**src/rtl/core_hazard_ctrl_pkg.sv**
```systemverilog
// Shared core definitions: hazard classes from the control decoder and
// the hazard controller state encoding.
package core_hazard_ctrl_pkg;

    localparam logic [1:0] HZRD_OTHER = 2'd0;
    localparam logic [1:0] HZRD_BRNCH = 2'd1;
    localparam logic [1:0] HZRD_JUMP  = 2'd2;
    localparam logic [1:0] HZRD_LOAD  = 2'd3;

    localparam logic [1:0] ST_RUN      = 2'd0;
    localparam logic [1:0] ST_MEM_WAIT = 2'd1;
    localparam logic [1:0] ST_ERR      = 2'd2;

    // x0 never carries a dependency, so it is excluded from the match.
    function automatic logic src_match(input logic [4:0] rd,
                                       input logic [4:0] rs1,
                                       input logic [4:0] rs2);
        return (rd != 5'd0) && ((rd == rs1) || (rd == rs2));
    endfunction

endpackage

```
**src/rtl/core_hazard_ctrl_sat_cnt.sv**
```systemverilog
// 16-bit up-counter with enable that sticks at all-ones instead of wrapping.
module core_sat_cnt
    import core_hazard_ctrl_pkg::*;
(
    input  logic        clk,
    input  logic        rst,
    input  logic        en,
    output logic [15:0] count
);

    // Count enabled cycles, holding at the maximum value.
    always_ff @(posedge clk) begin
        if (rst)
            count <= 16'd0;
        else if (en && (count != 16'hFFFF))
            count <= count + 16'd1;
    end

endmodule

```
**src/rtl/core_hazard_ctrl.sv**
```systemverilog
// Pipeline hazard controller: memory-wait stalls with timeout, branch/jump
// redirect flushes and load-use interlock, plus a stall-cycle perf counter.
//
// state       | meaning
// ------------+-----------------------------------------------------------
// ST_RUN      | normal flow; redirect and load-use are serviced here
// ST_MEM_WAIT | L1D request outstanding; whole pipe held, wait_cnt running
// ST_ERR      | L1D timed out; pipe held and error flagged until reset
module core_hazard_ctrl
    import core_hazard_ctrl_pkg::*;
#(
    parameter int TIMEOUT_MAX = 255
) (
    input  logic        clk,
    input  logic        rst,
    input  logic        dec_val,
    input  logic [1:0]  dec_haz_cmd,
    input  logic [4:0]  dec_rs1,
    input  logic [4:0]  dec_rs2,
    input  logic [4:0]  dec_rd,
    input  logic        exe_redirect,
    input  logic        mem_l1d_val,
    input  logic        l1d_ack,
    output logic        stall_pc,
    output logic        stall_dec,
    output logic        stall_exe,
    output logic        stall_mem,
    output logic        bubble_exe,
    output logic        flush_dec,
    output logic        hzrd_error_out,
    output logic [15:0] perf_stall_cnt_out
);

    localparam logic [7:0] TMAX = 8'(TIMEOUT_MAX);

    logic [1:0] state;
    logic [7:0] wait_cnt;
    logic       exe_load_q;
    logic [4:0] exe_rd_q;
    logic       err_q;

    logic mem_stall;
    logic redirect;
    logic load_use;

    // Hazard resolution with priority memory stall > redirect > load-use.
    // A redirect or load-use in the ack cycle of MEM_WAIT is serviced, since
    // execute is released in that same cycle.
    always_comb begin
        mem_stall = 1'b0;
        redirect  = 1'b0;
        load_use  = 1'b0;
        if (!rst) begin
            case (state)
                ST_RUN:      mem_stall = mem_l1d_val && !l1d_ack;
                ST_MEM_WAIT: mem_stall = !l1d_ack;
                default:     mem_stall = 1'b1;
            endcase
            redirect = !mem_stall && exe_redirect;
            load_use = !mem_stall && !exe_redirect && dec_val && exe_load_q &&
                       src_match(exe_rd_q, dec_rs1, dec_rs2);
        end
    end

    assign stall_pc       = mem_stall || load_use;
    assign stall_dec      = mem_stall || load_use;
    assign stall_exe      = mem_stall;
    assign stall_mem      = mem_stall;
    assign bubble_exe     = redirect || load_use;
    assign flush_dec      = redirect;
    // Masked during reset so every output reads 0 while rst is high.
    assign hzrd_error_out = err_q && !rst;

    // Memory-wait FSM with timeout counter and sticky error flag.
    always_ff @(posedge clk) begin
        if (rst) begin
            state    <= ST_RUN;
            wait_cnt <= 8'd0;
            err_q    <= 1'b0;
        end else begin
            case (state)
                ST_RUN: begin
                    wait_cnt <= 8'd0;
                    if (mem_l1d_val && !l1d_ack)
                        state <= ST_MEM_WAIT;
                end
                ST_MEM_WAIT: begin
                    if (l1d_ack) begin
                        state    <= ST_RUN;
                        wait_cnt <= 8'd0;
                    end else if (wait_cnt == TMAX) begin
                        state <= ST_ERR;
                        err_q <= 1'b1;
                    end else begin
                        wait_cnt <= wait_cnt + 8'd1;
                    end
                end
                default: begin
                    state <= ST_ERR;
                    err_q <= 1'b1;
                end
            endcase
        end
    end

    // Track whether the instruction entering execute is a load, and its rd.
    always_ff @(posedge clk) begin
        if (rst) begin
            exe_load_q <= 1'b0;
            exe_rd_q   <= 5'd0;
        end else if (mem_stall) begin
            exe_load_q <= exe_load_q;
            exe_rd_q   <= exe_rd_q;
        end else if (bubble_exe) begin
            exe_load_q <= 1'b0;
            exe_rd_q   <= 5'd0;
        end else begin
            exe_load_q <= dec_val && (dec_haz_cmd == HZRD_LOAD);
            exe_rd_q   <= dec_rd;
        end
    end

    core_sat_cnt u_perf_cnt (
        .clk   (clk),
        .rst   (rst),
        .en    (stall_pc),
        .count (perf_stall_cnt_out)
    );

endmodule

```
**config.mk**
```make
export PLATFORM = sky130hd
export DESIGN_NAME = core_hazard_ctrl
export DESIGN_NICKNAME = d
export VERILOG_FILES = /design/src/rtl/core_hazard_ctrl_pkg.sv /design/src/rtl/core_hazard_ctrl_sat_cnt.sv /design/src/rtl/core_hazard_ctrl.sv
export SDC_FILE = /design/constraint.sdc
export NUM_CORES = 1
export LEC_CHECK = 0
export CAP_MARGIN = 20
export CORE_AREA = 2 2 51 88
export DETAILED_ROUTE_END_ITERATION = 8
export DIE_AREA = 0 0 53 90
export GPL_TIMING_DRIVEN = 0
export PLACE_DENSITY = 0.72
export SYNTH_ARGS = -nofsm -noshare
export SYNTH_HDL_FRONTEND = slang
export SYNTH_SLANG_ARGS = --single-unit
```
**constraint.sdc**
```tcl
create_clock -name clk -period 2.45 [get_ports clk]
set_clock_uncertainty 0.2 [all_clocks]
set_input_delay 0.49 -clock clk [delete_from_list [all_inputs] [get_ports clk]]
set_output_delay 0.49 -clock clk [all_outputs]
set_load 0.02 [all_outputs]
```
==> results.ini, run 1 <==
[outcome]
status=complete, but fails checks
violations=setup timing

[clock_network]
clkTransAtPathRegs_ns=0.07
clkSinkCount=33
cts_root_buffer=clkbuf_8
htree_levels=2
hold_buffers=0
cts_buffers=5
cts_max_path_buffers=2
clock_latency_ns=0.29
cts_tree=done

[timing]
report.final.slew_viol_count=0
finalCritPeriodShare=1.06
hold_viol=0
rsz0062_at_grt=yes
fmax_ghz=0.386
finalCriticalPeriod_ns=2.59
finalSetupViolations=3
setup_ws_ns=-0.137
worstMarginPinSlew_ns=0.555
max_slew_margin=0.628

[min_path]
hold_path_class=flip-flop to flip-flop
holdCritStartpoint=exe_load_q$_SDFFE_PP0N_

[yosys]
synth-async-reset-ratio=0
synth_edf_count=0
syn-num-nets=225
ys.warnings.count=0
ys_types=45
ys_ff_latch=33
yosysSeqAreaShare=0.376
netlist_area_sq_um=1760
synthCells=200
avgSynthCellArea_sq_um=8.78
synth_ff_type=dfxtp_1

[worst_setup_path]
slowest_delay_ns=0.54
timing.rr.start=exe_rd_q[2]$_SDFFE_PP0N_
critical_path_class=flip-flop to output pin
cpMostUsedCell=buf_6
required_ns=1.76
worst_ep_arrival_time_ns=1.90
cp_slowest_cell=or4_4
crit_path_end_kind=output pin
crit_path_max_fanout=2
startpoint_type=flip-flop
reg2reg_slack_ns=0.24
crit_start=exe_rd_q[2]$_SDFFE_PP0N_
cp_cell_sequence=or4_4 -> o21ai_4 -> nor2_4 -> a21oi_4 -> buf_6 -> inv_4 -> buf_6 -> buf_6

[grt]
met2_usage=0.339
grt_usage=0.199
grt_pass1_vias=1649
antenna_found_initial=0
gr-total-overflow=0
met3_usage=0.0532
grt_pass1_wl_um=7160
grt_util_met1=0.214
grt_max_degree=11
busiest_layer=met2

[die]
num_rows=31
initial_utilization=0.431
dieArea_sq_um=4770
pin_count=46
die_w_um=53
die_h_um=90
core-area_sq_um=4070

[final_layout]
syn2layout_area_growth_pct=42.8
n_antenna_cell=0
final_util=0.615
finalNonFillerCells=310
drive_gt1_frac=0.192
nets=285

[drt]
initialDrtViolationCount=18
ant_nets=0
drc=0
wl_um=4470
via_per_inst=5.43
dr.pass1.iters=4
vias=1683
wl_per_cell_um=14.4

[run]
maxCapViolations=0

[power_and_ir_drop]
p_leak_uw=0.000910
vdd_drop_max_uv=311
power_density_nw_per_um2=466

[place]
post-place-ws_ns=-0.931
dp_hpwl_um=3250
portBuffers=45
gp_congestion=0.808
dp.cells=294

## through the flow
step                instance area [sq um]  hold WS, ns  total power (uW)  TNS, ns
floorplan                            1760        0.217               637        0
CTS                                  2480        0.263              1180   -0.455
global placement                     2270        0.238               703    -6.71
finish                               2510        0.258              1170   -0.366
detailed placement                   2270        0.249               705    -7.28
global route                         2510        0.287              1220   -0.501
## worst max-delay path: cells and delay by family, from the launching register on
kind	cells	cell delay [ns]
and+or+nand+nor	2	0.60
AOI/OAI and AO/OA	2	0.28
DFF	1	0.35
buffers and inverters	4	0.38
## cell type report
| cell class | instances | area, sq um |
|---|---|---|
| Buffer | 8 | 55.1 |
| Clock buffer | 7 | 96.3 |
| Clock inverter | 1 | 5.00 |
| Fill cell | 380 | 1570 |
| Inverter | 6 | 25.0 |
| Multi-Input combinational cell | 153 | 1090 |
| Sequential cell | 33 | 668 |
| Tap cell | 49 | 61.3 |
| Timing Repair Buffer | 53 | 502 |
## cells in the final DEF, fill, tap and decap left out, types with 7 or more instances in the layout
cell,instances
clkbuf_8,7
dfxtp_1,31
xnor2_1,13
buf_4,9
nand3_1,15
nor2_1,17
nand2_1,12
clkdlybuf4s50_1,35
nor2b_1,7
a21oi_1,12
nand4_1,8
## power breakdown
part / total (uW) / leakage, uW / internal [uW] / switching [uW]
sequential: 552 / 0.000268 / 543 / 9.15
clock: 458 / 0.0000542 / 254 / 204
combinational: 157 / 0.000587 / 84.9 / 72.4
total: 1170 / 0.000910 / 881 / 285
## path summary, 6_finish.rpt
| check | end | depth (start not counted) |
|---|---|---|
| max | stall_pc | 8 |
| max reg2reg | u_perf_cnt.count[11]$_SDFFE_PP0P_ | 8 |
| min | exe_load_q$_SDFFE_PP0N_ | 2 |
| min reg2reg | exe_load_q$_SDFFE_PP0N_ | 2 |
## cell families after synthesis
logic type      count (synthesis)  share of synthesized area
fa+ha+maj                       2                     0.0143
buf+inv                        14                     0.0421
flops                          33                      0.376
xor+xnor                       17                     0.0848
compound gates                 36                      0.149
simple gates                   92                      0.295
mux                             6                     0.0385
## synthesized netlist by cell type (all sizes together) (4+ instances only)
| cell | n | area share |
|---|---|---|
| xor2 | 4 | 0.020 |
| nor2 | 20 | 0.050 |
| nor2b | 8 | 0.029 |
| mux2 | 6 | 0.038 |
| xnor2 | 13 | 0.065 |
| nand3 | 15 | 0.043 |
| inv | 6 | 0.013 |
| and3 | 5 | 0.018 |
| o311ai | 4 | 0.020 |
| nand4 | 8 | 0.029 |
| buf | 6 | 0.025 |
| or3 | 6 | 0.024 |
| a21oi | 14 | 0.048 |
| o21ai | 8 | 0.025 |
| dfxtp | 33 | 0.38 |
| nand2 | 12 | 0.026 |
## sequential cells by signal, indices dropped and copies added (netlist names)
signal / cells
err_q: 1
exe_load_q: 1
exe_rd_q: 5
state: 2
u_perf_cnt.count: 16
wait_cnt: 8
## per-layer routing
metal  routed length (um)  up-vias
met1                 1780      788
met4                  121        0
met5                    0        -
met2                 2380       37
li1                     -      848
met3                  185       10
## repair_timing
item | in CTS | in global routing
gates resized for setup | 47 | 4
buffers inserted | 8 | 0
endpoints found under the setup margin | 8 | 7
pin swaps | 8 | 2
(Power assumes the default switching activity.)
==> run 2, diff against run 1 <==
CORE_AREA = 2 2 49 86   (was 2 2 51 88)
DIE_AREA = 0 0 51 88   (was 0 0 53 90)
PLACE_DENSITY = 0.76   (was 0.72)
SETUP_SLACK_MARGIN = 0.02   (was unset)
==> run 2 against run 1 <==
  * The run still ends with setup timing left
  * Global-route usage rose by 2.0 points
  * Clock power is 19% lower
  * First-iteration DRC count grew 33%
  * Final cell count increased by 1.3%
  * Sequential power about the same
  * Maximum frequency is 1.8% lower
  * Critical path depth stayed put
  * Sequential share of layout area shrank 1.4 points
  * Via count is 2.4% higher
  * Design area grew 4.9%
  * Critical endpoint unchanged
  * Largest cell class unchanged
  * Largest power group unchanged
  * Highest routed layer unchanged
==> results.ini, run 2 (synthesized netlist as in run 1, its figures left out) <==
[drt]
ant_nets=0  ; unchanged
wl_um=4810  ; was 4470 um
via_per_inst=5.49  ; was 5.43
wl_per_cell_um=15.3  ; was 14.4 um
initialDrtViolationCount=24  ; was 18
dr.pass1.iters=4  ; unchanged
vias=1724  ; was 1683
drc=0  ; unchanged

[worst_setup_path]
worst_ep_arrival_time_ns=1.95  ; was 1.90 ns
critPathBufInv=4  ; unchanged
cp_slowest_cell=or4_4  ; unchanged
cpMostUsedCell=buf_6  ; unchanged
cp_top_family=simple AND/OR/NAND/NOR gates  ; unchanged
crit_path_max_fanout=2  ; unchanged
timing.rr.start=exe_rd_q[2]$_SDFFE_PP0N_  ; unchanged
crit_path_end_kind=output pin  ; unchanged
cp_cell_sequence=or4_4 -> o21ai_4 -> nor2_4 -> a21oi_4 -> buf_6 -> inv_2 -> buf_6 -> buf_6  ; was or4_4 -> o21ai_4 -> nor2_4 -> a21oi_4 -> buf_6 -> inv_4 -> buf_6 -> buf_6
r2r-end=u_perf_cnt.count[12]$_SDFFE_PP0P_  ; was u_perf_cnt.count[11]$_SDFFE_PP0P_
cp.depth=8  ; unchanged
r2r_cells=8  ; unchanged
slowest_delay_ns=0.55  ; was 0.54 ns
critical_path_class=flip-flop to output pin  ; unchanged
reg2reg_slack_ns=0.13  ; was 0.24 ns
startpoint_type=flip-flop  ; unchanged
worstSetupEndpoint=stall_pc  ; unchanged
crit_start=exe_rd_q[2]$_SDFFE_PP0N_  ; unchanged
required_ns=1.76  ; about the same

[die]
die_h_um=88  ; was 90 um
initial_utilization=0.463  ; was 0.431
die_w_um=51  ; was 53 um
dieArea_sq_um=4490  ; was 4770 sq um
num_rows=30  ; was 31
pin_count=46  ; unchanged
core-area_sq_um=3790  ; was 4070 sq um

[grt]
grt_max_degree=11  ; unchanged
antenna_found_initial=0  ; unchanged
grt_pass1_wl_um=7350  ; was 7160 um
grt_pass1_vias=1709  ; was 1649
grt_usage=0.219  ; was 0.199
gr-total-overflow=0  ; unchanged

[clock_network]
clock_latency_ns=0.29  ; about the same
cts_max_path_buffers=2  ; unchanged
cts_tree=done  ; unchanged
cts_root_buffer=clkbuf_8  ; unchanged
htree_levels=2  ; unchanged
clkTransAtPathRegs_ns=0.07  ; about the same
cts_buffers=5  ; unchanged
clkSinkCount=33  ; unchanged
hold_buffers=0  ; unchanged

[min_path]
min_delay_path_depth=2  ; unchanged
hold_path_class=flip-flop to flip-flop  ; unchanged
holdCritStartpoint=exe_load_q$_SDFFE_PP0N_  ; unchanged

[power_and_ir_drop]
total_power_uw=1090  ; was 1170 uW
p_leak_uw=0.000960  ; was 0.000910 uW
vdd_drop_max_uv=389  ; was 311 uV
power_density_nw_per_um2=416  ; was 466 nW/um^2

[final_layout]
largest_register_ffs=16  ; unchanged
drive_gt1_frac=0.259  ; was 0.192
stdcell_area_sq_um=2630  ; was 2510 sq um
final_util=0.694  ; was 0.615
largest_register=u_perf_cnt.count  ; unchanged
n_antenna_cell=0  ; unchanged
nets=292  ; was 285
finalNonFillerCells=314  ; was 310
layout_commonest_cell=clkdlybuf4s50_1  ; unchanged
top_regs=u_perf_cnt.count x16, wait_cnt x8, exe_rd_q x5  ; unchanged
syn2layout_area_growth_pct=49.8  ; was 42.8%
final_cell_mix=clkdlybuf4s50_1, dfxtp_1, buf_4  ; was clkdlybuf4s50_1, dfxtp_1, nor2_1

[place]
placed_cell_area_sq_um=2270  ; about the same
portBuffers=45  ; unchanged
gp_congestion=0.764  ; was 0.808
dp.cells=293  ; was 294
post-place-ws_ns=-0.919  ; was -0.931 ns
dp_hpwl_um=3240  ; was 3250 um

[timing]
worstMarginPinSlew_ns=0.578  ; was 0.555 ns
rsz0062_at_grt=yes  ; unchanged
finalCritPeriodShare=1.08  ; was 1.06
fmax_ghz=0.379  ; was 0.386 GHz
max_slew_margin=0.614  ; was 0.628
setup_ws_ns=-0.186  ; was -0.137 ns
hold_viol=0  ; unchanged
report.final.slew_viol_count=0  ; unchanged
finalCriticalPeriod_ns=2.64  ; was 2.59 ns
finalSetupViolations=3  ; unchanged

[outcome]
status=complete, but fails checks  ; unchanged
violations=setup timing  ; unchanged

[run]
maxCapViolations=0  ; unchanged

-- run 2: changes by cell type in the layout (fill, tap and decap cells not counted), moves of 2 or more --
cell,change
a21oi_1,-2
nor4_4,+3
clkdlybuf4s50_1,-2
nor4_2,-2
a21oi_2,+2
mux2_4,+4
buf_4,+9
dlymetal6s2s_1,+4
dlygate4sd2_1,-3
clkbuf_8,-2
mux2_1,-4
nor4b_2,-2
nor4b_4,+2
o311ai_0,-2
-- run 2: per-stage QoR --
stage	hold WS, ns	setup TNS [ns]
finish	0.254	-0.432
global route	0.294	-0.646
CTS	0.263	-0.491
detailed placement	0.250	-6.88
global placement	0.237	-6.52
floorplan	0.217	0
-- run 2: cell type report --
cell class                      count  area [sq um]
Tap cell                           48          60.1
Inverter                            6          26.3
Clock inverter                      1          5.00
Timing Repair Buffer               60           556
Buffer                              8          61.3
Clock buffer                        5          68.8
Fill cell                         321          1160
Sequential cell                    33           666
Multi-Input combinational cell    153          1190
-- run 2: worst min-delay path, cell delays in order (launching register included) --
cell	delay, ns
dfxtp_1	0.32
nand2_1	0.05
o31ai_1	0.05
-- run 2: timing repair --
| action | CTS | global route |
|---|---|---|
| gates resized for setup | 46 | 27 |
| endpoints found under the hold margin | 0 | 0 |
| endpoints found under the setup margin | 9 | 20 |
| pin swaps | 10 | 14 |
| buffers inserted | 8 | 8 |
-- run 2: power breakdown --
part / internal (uW) / total [uW] / switching, uW
sequential: 544 / 553 / 9.46
clock: 186 / 373 / 186
combinational: 89.9 / 167 / 77.4
total: 820 / 1090 / 273
-- run 2: worst min path at each step --
stage / endpoint
2_1_floorplan: exe_load_q$_SDFFE_PP0N_
3_3_place_gp: exe_load_q$_SDFFE_PP0N_
3_5_place_dp: exe_load_q$_SDFFE_PP0N_
4_1_cts: exe_load_q$_SDFFE_PP0N_
5_1_grt: exe_load_q$_SDFFE_PP0N_
6_report: exe_load_q$_SDFFE_PP0N_
-- run 2: metal layers --
layer,GRT usage,vias up,part of all wire
met3,0.0512,11,0.041
li1,-,858,-
met1,0.198,811,0.37
met4,0.108,0,0.028
met5,0,-,0
met2,0.432,44,0.57
